**config.mk**
```make
export PLATFORM = sky130hd
export DESIGN_NAME = serial_borrow_subtractor
export DESIGN_NICKNAME = d
export VERILOG_FILES = /design/src/rtl/serial_borrow_subtractor_pkg.sv /design/src/rtl/serial_borrow_subtractor_full_subtractor.sv /design/src/rtl/serial_borrow_subtractor.sv
export SDC_FILE = /design/constraint.sdc
export NUM_CORES = 1
export LEC_CHECK = 0
export ABC_AREA = 1
export CAP_MARGIN = 10
export CORE_UTILIZATION = 45
export CTS_BUF_LIST = sky130_fd_sc_hd__clkbuf_4 sky130_fd_sc_hd__clkbuf_8
export DETAILED_ROUTE_END_ITERATION = 10
export HOLD_SLACK_MARGIN = 0.05
export PLACE_DENSITY = 0.68
export RECOVER_POWER = 50
export SETUP_SLACK_MARGIN = 0.1
export SLEW_MARGIN = 20
export SYNTH_ARGS = -nofsm -noshare
export SYNTH_HDL_FRONTEND = slang
export SYNTH_HIERARCHICAL = 1
export SYNTH_SLANG_ARGS = --single-unit
export TNS_END_PERCENT = 10
```
**constraint.sdc**
```tcl
create_clock -name clk -period 1.5 [get_ports clk]
set_input_delay 0.45 -clock clk [delete_from_list [all_inputs] [get_ports clk]]
set_output_delay 0.45 -clock clk [all_outputs]
set_load 0.01 [all_outputs]
```
**src/rtl/serial_borrow_subtractor_pkg.sv**
```systemverilog
// Shared types and helpers for the bit-serial subtractor.
//   sub_state_t   : FSM state encoding (IDLE, SHIFT, DONE) in 2 bits
//   sub_cnt_width : bit-step counter width for a given operand width
package sub_pkg;

  typedef enum logic [1:0] {
    IDLE  = 2'd0,
    SHIFT = 2'd1,
    DONE  = 2'd2
  } sub_state_t;

  // Counter must hold values 0..width without wrapping.
  function automatic int sub_cnt_width(input int width);
    return $clog2(width + 1);
  endfunction

endpackage

```
**src/rtl/serial_borrow_subtractor_full_subtractor.sv**
```systemverilog
// Combinational one-bit full subtractor: x - y - bin.
//   x, y : operand bits
//   bin  : borrow in
//   d    : difference bit
//   bout : borrow out
module full_subtractor (
  input  logic x,
  input  logic y,
  input  logic bin,
  output logic d,
  output logic bout
);

  assign d    = x ^ y ^ bin;
  assign bout = (~x & y) | (~(x ^ y) & bin);

endmodule

```
**src/rtl/serial_borrow_subtractor.sv**
```systemverilog
// Bit-serial unsigned subtractor, diff = a - b, one bit per clock LSB first.
//   clk, rst_n          : clock (rising edge), async active-low reset
//   in_valid / in_ready : operand handshake (a minuend, b subtrahend)
//   out_valid/out_ready : result handshake
//   diff                : (a - b) mod 2^WIDTH
//   borrow              : 1 iff a < b
//   zero                : 1 iff diff == 0
module serial_borrow_subtractor
  import sub_pkg::*;
#(
  parameter int WIDTH = 4
) (
  input  logic             clk,
  input  logic             rst_n,
  input  logic             in_valid,
  output logic             in_ready,
  input  logic [WIDTH-1:0] a,
  input  logic [WIDTH-1:0] b,
  output logic             out_valid,
  input  logic             out_ready,
  output logic [WIDTH-1:0] diff,
  output logic             borrow,
  output logic             zero
);

  localparam int CW = sub_cnt_width(WIDTH);

  generate
    if (WIDTH < 1) begin : g_bad_width
      $error("serial_borrow_subtractor: WIDTH must be >= 1");
    end
  endgenerate

  sub_state_t       r_state;
  logic [WIDTH-1:0] r_sa;
  logic [WIDTH-1:0] r_sb;
  logic [WIDTH-1:0] r_res;
  logic [CW-1:0]    r_cnt;
  logic             r_br;
  logic             r_borrow;
  logic             r_zero;
  logic             r_out_valid;

  logic             w_d;
  logic             w_bout;
  logic [WIDTH-1:0] w_dmsb;
  logic [WIDTH-1:0] w_res_next;

  full_subtractor u_fs (
    .x    (r_sa[0]),
    .y    (r_sb[0]),
    .bin  (r_br),
    .d    (w_d),
    .bout (w_bout)
  );

  // Difference bit enters at the MSB; built without a part-select so that
  // WIDTH = 1 elaborates cleanly.
  always_comb begin
    w_dmsb            = '0;
    w_dmsb[WIDTH-1]   = w_d;
    w_res_next        = (r_res >> 1) | w_dmsb;
  end

  always_ff @(posedge clk or negedge rst_n) begin
    if (!rst_n) begin
      r_state     <= IDLE;
      r_sa        <= '0;
      r_sb        <= '0;
      r_res       <= '0;
      r_cnt       <= '0;
      r_br        <= 1'b0;
      r_borrow    <= 1'b0;
      r_zero      <= 1'b0;
      r_out_valid <= 1'b0;
    end else begin
      case (r_state)
        IDLE: begin
          if (in_valid) begin
            r_sa     <= a;
            r_sb     <= b;
            r_res    <= '0;
            r_cnt    <= '0;
            r_br     <= 1'b0;
            r_borrow <= 1'b0;
            r_zero   <= 1'b0;
            r_state  <= SHIFT;
          end
        end
        SHIFT: begin
          r_sa  <= r_sa >> 1;
          r_sb  <= r_sb >> 1;
          r_br  <= w_bout;
          r_res <= w_res_next;
          r_cnt <= r_cnt + CW'(1);
          if (r_cnt == CW'(WIDTH - 1)) begin
            r_borrow    <= w_bout;
            r_zero      <= (w_res_next == '0);
            r_out_valid <= 1'b1;
            r_state     <= DONE;
          end
        end
        DONE: begin
          if (out_ready) begin
            r_out_valid <= 1'b0;
            r_state     <= IDLE;
          end
        end
        default: r_state <= IDLE;
      endcase
    end
  end

  // Gated by rst_n so in_ready reads 0 while reset is held even though the
  // state register already sits at IDLE.
  assign in_ready  = rst_n & (r_state == IDLE);
  assign out_valid = r_out_valid;
  assign diff      = r_res;
  assign borrow    = r_borrow;
  assign zero      = r_zero;

endmodule

```
# Yosys cells after proc, flatten, opt, wreduce, memory -nomap -nowiden
# Index checks and enable logic that the tools add are counted.
dict set report word_totals {
  regBits 21
  inputBits 12
  output_inout_bits 8
  elab_cells 54
}
dict set report op_classes {
  add_sub_neg 1
  eq_ne 6
  mux 21
  bitwise_logic 9
  n_reduce_logical 8
}
# operator n
set ops {}
lappend ops {{4-bit case mux with 2 select lines} 3}
lappend ops {{4-bit 2-to-1 mux} 3}
lappend ops {{3-bit AND reduction} 3}
lappend ops {{1-bit case mux with 2 select lines} 4}
lappend ops {{2-bit 2-to-1 mux} 3}
lappend ops {{2-bit != test (second input constant)} 3}
lappend ops {{2-bit case mux with 3 select lines} 1}
lappend ops {{3-bit case mux with 2 select lines} 1}
lappend ops {{1-bit 2-to-1 mux} 5}
lappend ops {{4-bit logical NOT} 1}
lappend ops {{3-bit by 4-bit bitwise OR with 4-bit output} 1}
lappend ops {{2-bit nonzero test} 2}
lappend ops {{3-bit by 1-bit adder with 3-bit output (second input constant)} 1}
lappend ops {{1-bit bitwise AND} 3}
lappend ops {{3-bit by 2-bit == test with 1-bit output (second input constant)} 1}
lappend ops {{3-bit 2-to-1 mux} 1}
lappend ops {{2-bit by 1-bit == test with 1-bit output (second input constant)} 1}
lappend ops {{2-bit == test (second input constant)} 1}
lappend ops {{2-bit logical NOT} 1}
lappend ops {{1-bit inverter} 2}
lappend ops {{2-bit AND reduction} 1}
lappend ops {{1-bit XOR} 2}
lappend ops {{1-bit bitwise OR} 1}

# Depth between registers and ports, before layout
# Gate-level depths: netlist of run 1.
dict set report depth {
  ltp_word 6
  depth_mapped 7
}

# By module
# Netlist of run 1, hierarchy kept.
# mod instances cells_per_inst area_each_um2 seq_area_each_um2
set by_module_without_submodules {}
lappend by_module_without_submodules {serial_borrow_subtractor 1 119 1042.2 525.5}
lappend by_module_without_submodules {full_subtractor 1 4 31.3 0.0}

# Worst setup path after synthesis of run 1
# No wires, ideal clock.
dict set report synth_path {
  path_kind {reg-to-output}
  startpoint {register r_state[0]}
  endpoint {output port in_ready}
  arrival_time_ns 0.868
  setup_slack_ns 0.182
  stages_incl_launch_ff 3
  n_path_buf 1
  path_cell_list {dfrtp_1 -> buf_6 -> nor3b_1}
}
dict set report synth_between {
  elab_chain_len 2
}
# item line_no
set synth_lines {}
lappend synth_lines {{start, declared} serial_borrow_subtractor.sv:34} ;# sub_state_t r_state;
lappend synth_lines {{start signal, assigned} serial_borrow_subtractor.sv:67} ;# r_state <= IDLE;
lappend synth_lines {{start signal, assigned} serial_borrow_subtractor.sv:87} ;# r_state <= SHIFT;
lappend synth_lines {{start signal, assigned} serial_borrow_subtractor.sv:100} ;# r_state <= DONE;
lappend synth_lines {{2-bit logical NOT} serial_borrow_subtractor.sv:116} ;# assign in_ready = rst_n & (r_state == IDLE);
lappend synth_lines {{1-bit bitwise AND} serial_borrow_subtractor.sv:116}
lappend synth_lines {{end, declared} serial_borrow_subtractor.sv:16} ;# output logic in_ready,
# No other way between the ends.

# Worst setup path in the final report of run 1
dict set report layout_path {
  startpoint {register r_state[1]}
  endpoint {output port in_ready}
}
# Same word-level chain as after synthesis.

==> results.tsv, run 1 <==
metric	value	unit
status	complete, no violations	
syn nets	138	
CTS tree	yes	
WL final	2.06	mm
crit-path cells	nor3b_2, buf_2	
Reg-to-Reg End	r_sa[1]	
grt ovf	0	
Hold Buf Count CTS	0	
Max Buffers Root-to-Sink	2	
total die area	0.00258	mm^2
worst relative slew slack	64.6	%
drt pass-1 iters	4	
chip height	50.8	um
Port-buffer cells	19	
Reg clk slew, reported paths	0.12	ns
I/O pin count	20	
final hold vios	0	
top cells by area, synth	dfrtp_1, nand2_1, nand3_1	
# clock sinks	21	
initial antenna violation count	0	
Die Width	50.8	um
Layout Nets	169	
Yosys reg bits	21	
Fill cells	219	
Yosys top cell area share	49.0	%
worst endpoint required time	1.05	ns
min Tclk post-route	1.48	ns
fmax	676	MHz
Avg Inst Size Synth	8.73	um^2
remaining antenna violation count after routing	0	
GR Util All Layers	19.2	%
share of layout cells above drive strength 1	22.9	%
Worst Reg-to-Reg Cells	7	
vias after detailed routing	885	
met3 routed WL	90	um
Leak Pwr	0.730	nW
WP data arrival	1.03	ns
row cnt	17	
worst r2r src	r_state[0]	
Crit path largest cell delay	0.41	ns
top layer in use	met4	
Final Slew Violations	0	
Crit. End Element	primary output	
crit start category	flip-flop	
DP HPWL	1.45	mm
drt via density	4.89	
yosys warns	6	
MaxCap Viol Count	0	
setup ws final	0.0198	ns
Crit-path slowest cell	dfrtp_1	
PwrDens	2050	mW/mm^2
WL met1	994	um
DR iter-0 viols	18	
Netlist cell types	18	
wire per inst	11.4	um
RSZ-0062 raised after global routing	true	
Min Hold Slack	0.326	ns
CP max FO	2	
Root Driver	clkbuf_4	
antenna cells	0	
Worst-Margin Slew	0.531	ns
worst vdd ir	1.01	mV
total CTS buffers	3	
core area	0.00223	mm^2
final setup vio count	0	
Starting Density	48.1	%
GP Congestion	0.723	
Worst Setup Slack post-DPL	-0.639	ns
Seq/Total Area, Yosys	49.0	%
Setup CP Type	flip-flop to primary output	
via count of the first global-routing pass	846	
clk_skew	0.0101	ns
Setup TNS	0	ns
cell area after synthesis	0.00107	mm^2
area leader, netlist	dfrtp_1	
WL met2	958	um
H-tree depth	1	
Min-Delay Path Class	input pin to async pin	
FF-to-FF setup slack	0.08	ns
Remaining DRCs	0	
Final Cycle Share	98.7	%
area grow syn2layout	26.3	%
Syn Inst Count	123	
largest net degree at the start of global routing	22	
first-pass GRT wire length	3.64	mm
Clk Latency, worst-skew pair	0.31	ns
area by class of cell:
type	instances	area [um^2]	share of cell area, %
clock buffer	3	22.5	1.66
multi-input combinational	82	440	32.5
clock inverter	1	5.00	0.369
tap	28	35.0	2.58
timing repair buffer	32	270	19.9
inverter	14	57.6	4.24
sequential	21	526	38.7
synth_stat cells, drive strengths merged:
master,instances
nor2,5
inv,14
o22ai,3
nand2,42
ha,2
o21ai,4
a21oi,1
fa,1
dfrtp,21
nand3,22
nor3b,1
o31ai,1
buf,6
critical path, delay by kind of cell, from the launching register on:
kind                   cells  cell delay [ns]
buffers and inverters      1             0.14
DFF                        1             0.41
and+or+nand+nor            1             0.17
cells by family (layout without fill, tap and decap cells):
logic type	count (synthesis)	after routing	share of synthesized area, %
adders and majority gates	3	3	4.20
and+or+nand+nor	70	70	29.0
DFF	21	21	49.0
AOI/OAI and AO/OA	9	9	7.58
buffers and inverters	20	50	10.3
flip-flops by register name (all words and copies together), names as in the netlist:
signal     flops
borrow         1
diff           4
out_valid      1
r_br           1
r_cnt          3
r_sa           4
r_sb           4
r_state        2
zero           1
report_power, final:
part,internal (mW),switching (mW),total [mW]
logic,0.707,0.847,1.55
registers,0.809,0.144,0.953
clock network,0.0995,0.176,0.276
worst max path at each step:
stage | start | endpoint | slack, ns
floorplan | r_state[0] | in_ready | 0.18
global placement | rst_n | in_ready | -0.63
detailed placement | rst_n | in_ready | -0.64
CTS | r_state[1] | in_ready | -0.0002
global route | r_state[1] | in_ready | -0.03
finish | r_state[1] | in_ready | 0.02
what timing repair did:
item	4_1_cts	5_1_grt
resized for setup	27	9
pin swaps	1	0
endpoints found under the setup margin	8	7
gates cloned	0	0
setup buffers	3	1
layout by cell type, fill, tap and decap left out, types with 4 or more instances in the layout:
master	n
nand3_1	22
clkdlybuf4s50_1	10
nand2_1	39
nor2_1	4
clkbuf_2	5
buf_2	5
dfrtp_1	21
inv_1	13
buf_4	8
o21ai_0	4
layer usage:
layer / vias up / track usage, %
met2: 17 / 32.4
met4: 0 / 4.63
li1: 450 / -
met3: 2 / 5.95
met5: - / 0
met1: 416 / 24.0
through the flow:
step	power (mW)	instance area [um^2]	utilization (%)	cells
final	2.78	1360	60.7	181
after global routing	3.06	1360	60.7	181
after CTS	2.82	1370	61.3	180
after detailed placement	2.53	1330	59.7	173
after global placement	2.49	1330	59.7	173
after floorplan	1.99	1070	-	123
(Power assumes the default switching activity.)
==> inputs of run 2 (changes only) <==
--- a/config.mk
+++ b/config.mk
@@ -11,12 +11,11 @@
 export CTS_BUF_LIST = sky130_fd_sc_hd__clkbuf_4 sky130_fd_sc_hd__clkbuf_8
 export DETAILED_ROUTE_END_ITERATION = 10
 export HOLD_SLACK_MARGIN = 0.05
-export PLACE_DENSITY = 0.68
+export PLACE_DENSITY = 0.7
 export RECOVER_POWER = 50
-export SETUP_SLACK_MARGIN = 0.1
+export SETUP_SLACK_MARGIN = 0.4
 export SLEW_MARGIN = 20
 export SYNTH_ARGS = -nofsm -noshare
 export SYNTH_HDL_FRONTEND = slang
 export SYNTH_HIERARCHICAL = 1
 export SYNTH_SLANG_ARGS = --single-unit
-export TNS_END_PERCENT = 10
==> results.tsv, run 2 (synthesized netlist as in run 1, its figures left out) <==
metric	value	unit
RSZ-0062 raised after global routing	true	
drt pass-1 iters	4	
first-pass GRT wire length	4.22	mm
FF-to-FF setup slack	0.04	ns
grt ovf	0	
Clk Latency, worst-skew pair	0.31	ns
WP data arrival	1.01	ns
antenna cells	0	
DP HPWL	1.45	mm
worst relative slew slack	25.1	%
min Tclk post-route	1.46	ns
hold depth	2	
# clock sinks	21	
worst r2r src	r_state[1]	
Cells after DPL	173	
design area	0.00169	mm^2
CTS tree	yes	
core area	0.00223	mm^2
chip height	50.8	um
Max Buffers Root-to-Sink	2	
Reg clk slew, reported paths	0.11	ns
total die area	0.00258	mm^2
wire per inst	15.0	um
fin util	75.6	%
PwrDens	2190	mW/mm^2
clk_skew	0.00381	ns
I/O pin count	20	
final setup vio count	0	
initial antenna violation count	0	
row cnt	17	
Final Cycle Share	97.6	%
GP Congestion	0.757	
Cell Area, Placed	0.00132	mm^2
Layout Nets	185	
drt via density	5.08	
Crit. End Element	primary output	
Port-buffer cells	19	
vias after detailed routing	1000	
Root Driver	clkbuf_4	
Min-Delay Path Class	flip-flop to flip-flop	
Starting Density	48.1	%
Remaining DRCs	0	
WL final	2.95	mm
Reg-to-Reg End	zero	
final hold vios	0	
Leak Pwr	0.847	nW
CP max FO	2	
via count of the first global-routing pass	919	
most frequent cells in the layout	nand2_1, dfrtp_1, nand3_1	
hold_sp	r_sb[1]	
fmax	683	MHz
area grow syn2layout	57.2	%
total CTS buffers	3	
Setup CP Type	flip-flop to primary output	
remaining antenna violation count after routing	0	
worst hold endpoint	r_sb[1]	
MaxCap Viol Count	0	
Worst Reg-to-Reg Cells	8	
Worst-Margin Slew	1.12	ns
worst endpoint required time	1.05	ns
Die Width	50.8	um
H-tree depth	1	
share of layout cells above drive strength 1	41.4	%
Final Slew Violations	0	
fin cells	197	
DR iter-0 viols	20	
crit start category	flip-flop	
status	complete, no violations	
commonest non-fill, non-tap cell in the layout	nand2_1	
worst vdd ir	1.43	mV
GR Util All Layers	23.0	%
largest net degree at the start of global routing	22	
-- run 2: cell types whose count changed in the layout (fill, tap and decap cells not counted), sizes merged --
cell	previous run	this run
inv	14	13
nand2	42	43
buf	16	32
-- run 2: power breakdown --
part           leakage [nW]  switching [mW]  total (mW)  internal [mW]
Combinational         0.561            1.26        2.46           1.20
Clock                0.0184           0.166       0.288          0.122
Sequential            0.268           0.144       0.954          0.810
Total                 0.847            1.57        3.70           2.13
-- run 2: what timing repair did --
action / 4_1_cts / 5_1_grt
cloned: 2 / 1
setup buffers: 12 / 5
pin swaps: 4 / 4
gates resized for setup: 69 / 18
endpoints found under the hold margin: 0 / 0
setup endpoints to repair: 29 / 29
hold buffers: 0 / 0
-- run 2: final cells by class --
type,count,area (um^2)
Clock buffer,4,30.0
Timing Repair Buffer,47,459
Inverter,14,67.6
Multi-Input combinational cell,83,571
Sequential cell,21,526
Tap cell,28,35.0
Fill cell,141,546
-- run 2: critical path, cell delays in order, from the launching register on --
cell     delay (ns)
dfrtp_1        0.40
nor3b_2        0.16
buf_2          0.14
-- run 2: layer usage --
layer | GRT usage, % | wire (um)
met5 | 0 | 0
met4 | 6.94 | 39
met3 | 6.25 | 159
met2 | 40.4 | 1600
met1 | 27.4 | 1150
-- run 2: worst max-delay path by stage --
| stage | cells past startpoint | to | start | slack, ns |
|---|---|---|---|---|
| 2_1_floorplan | 7 | zero | r_br | 0.27 |
| 6_report | 2 | in_ready | r_state[0] | 0.04 |
| 3_5_place_dp | 3 | in_ready | rst_n | -0.59 |
| 5_1_grt | 2 | in_ready | r_state[0] | -0.03 |
| 3_3_place_gp | 3 | in_ready | rst_n | -0.59 |
| 4_1_cts | 2 | in_ready | r_state[0] | 0.02 |
-- run 2: metrics by stage --
step | hold WS, ns | TNS [ns] | total power, mW | setup WS [ns]
global route | 0.556 | -0.0413 | 3.96 | -0.0275
floorplan | 0.154 | 0 | 2.01 | 0.270
finish | 0.528 | 0 | 3.70 | 0.0363
global placement | 0.494 | -0.592 | 2.40 | -0.592
CTS | 0.240 | 0 | 3.37 | 0.0224
detailed placement | 0.497 | -0.645 | 2.44 | -0.589
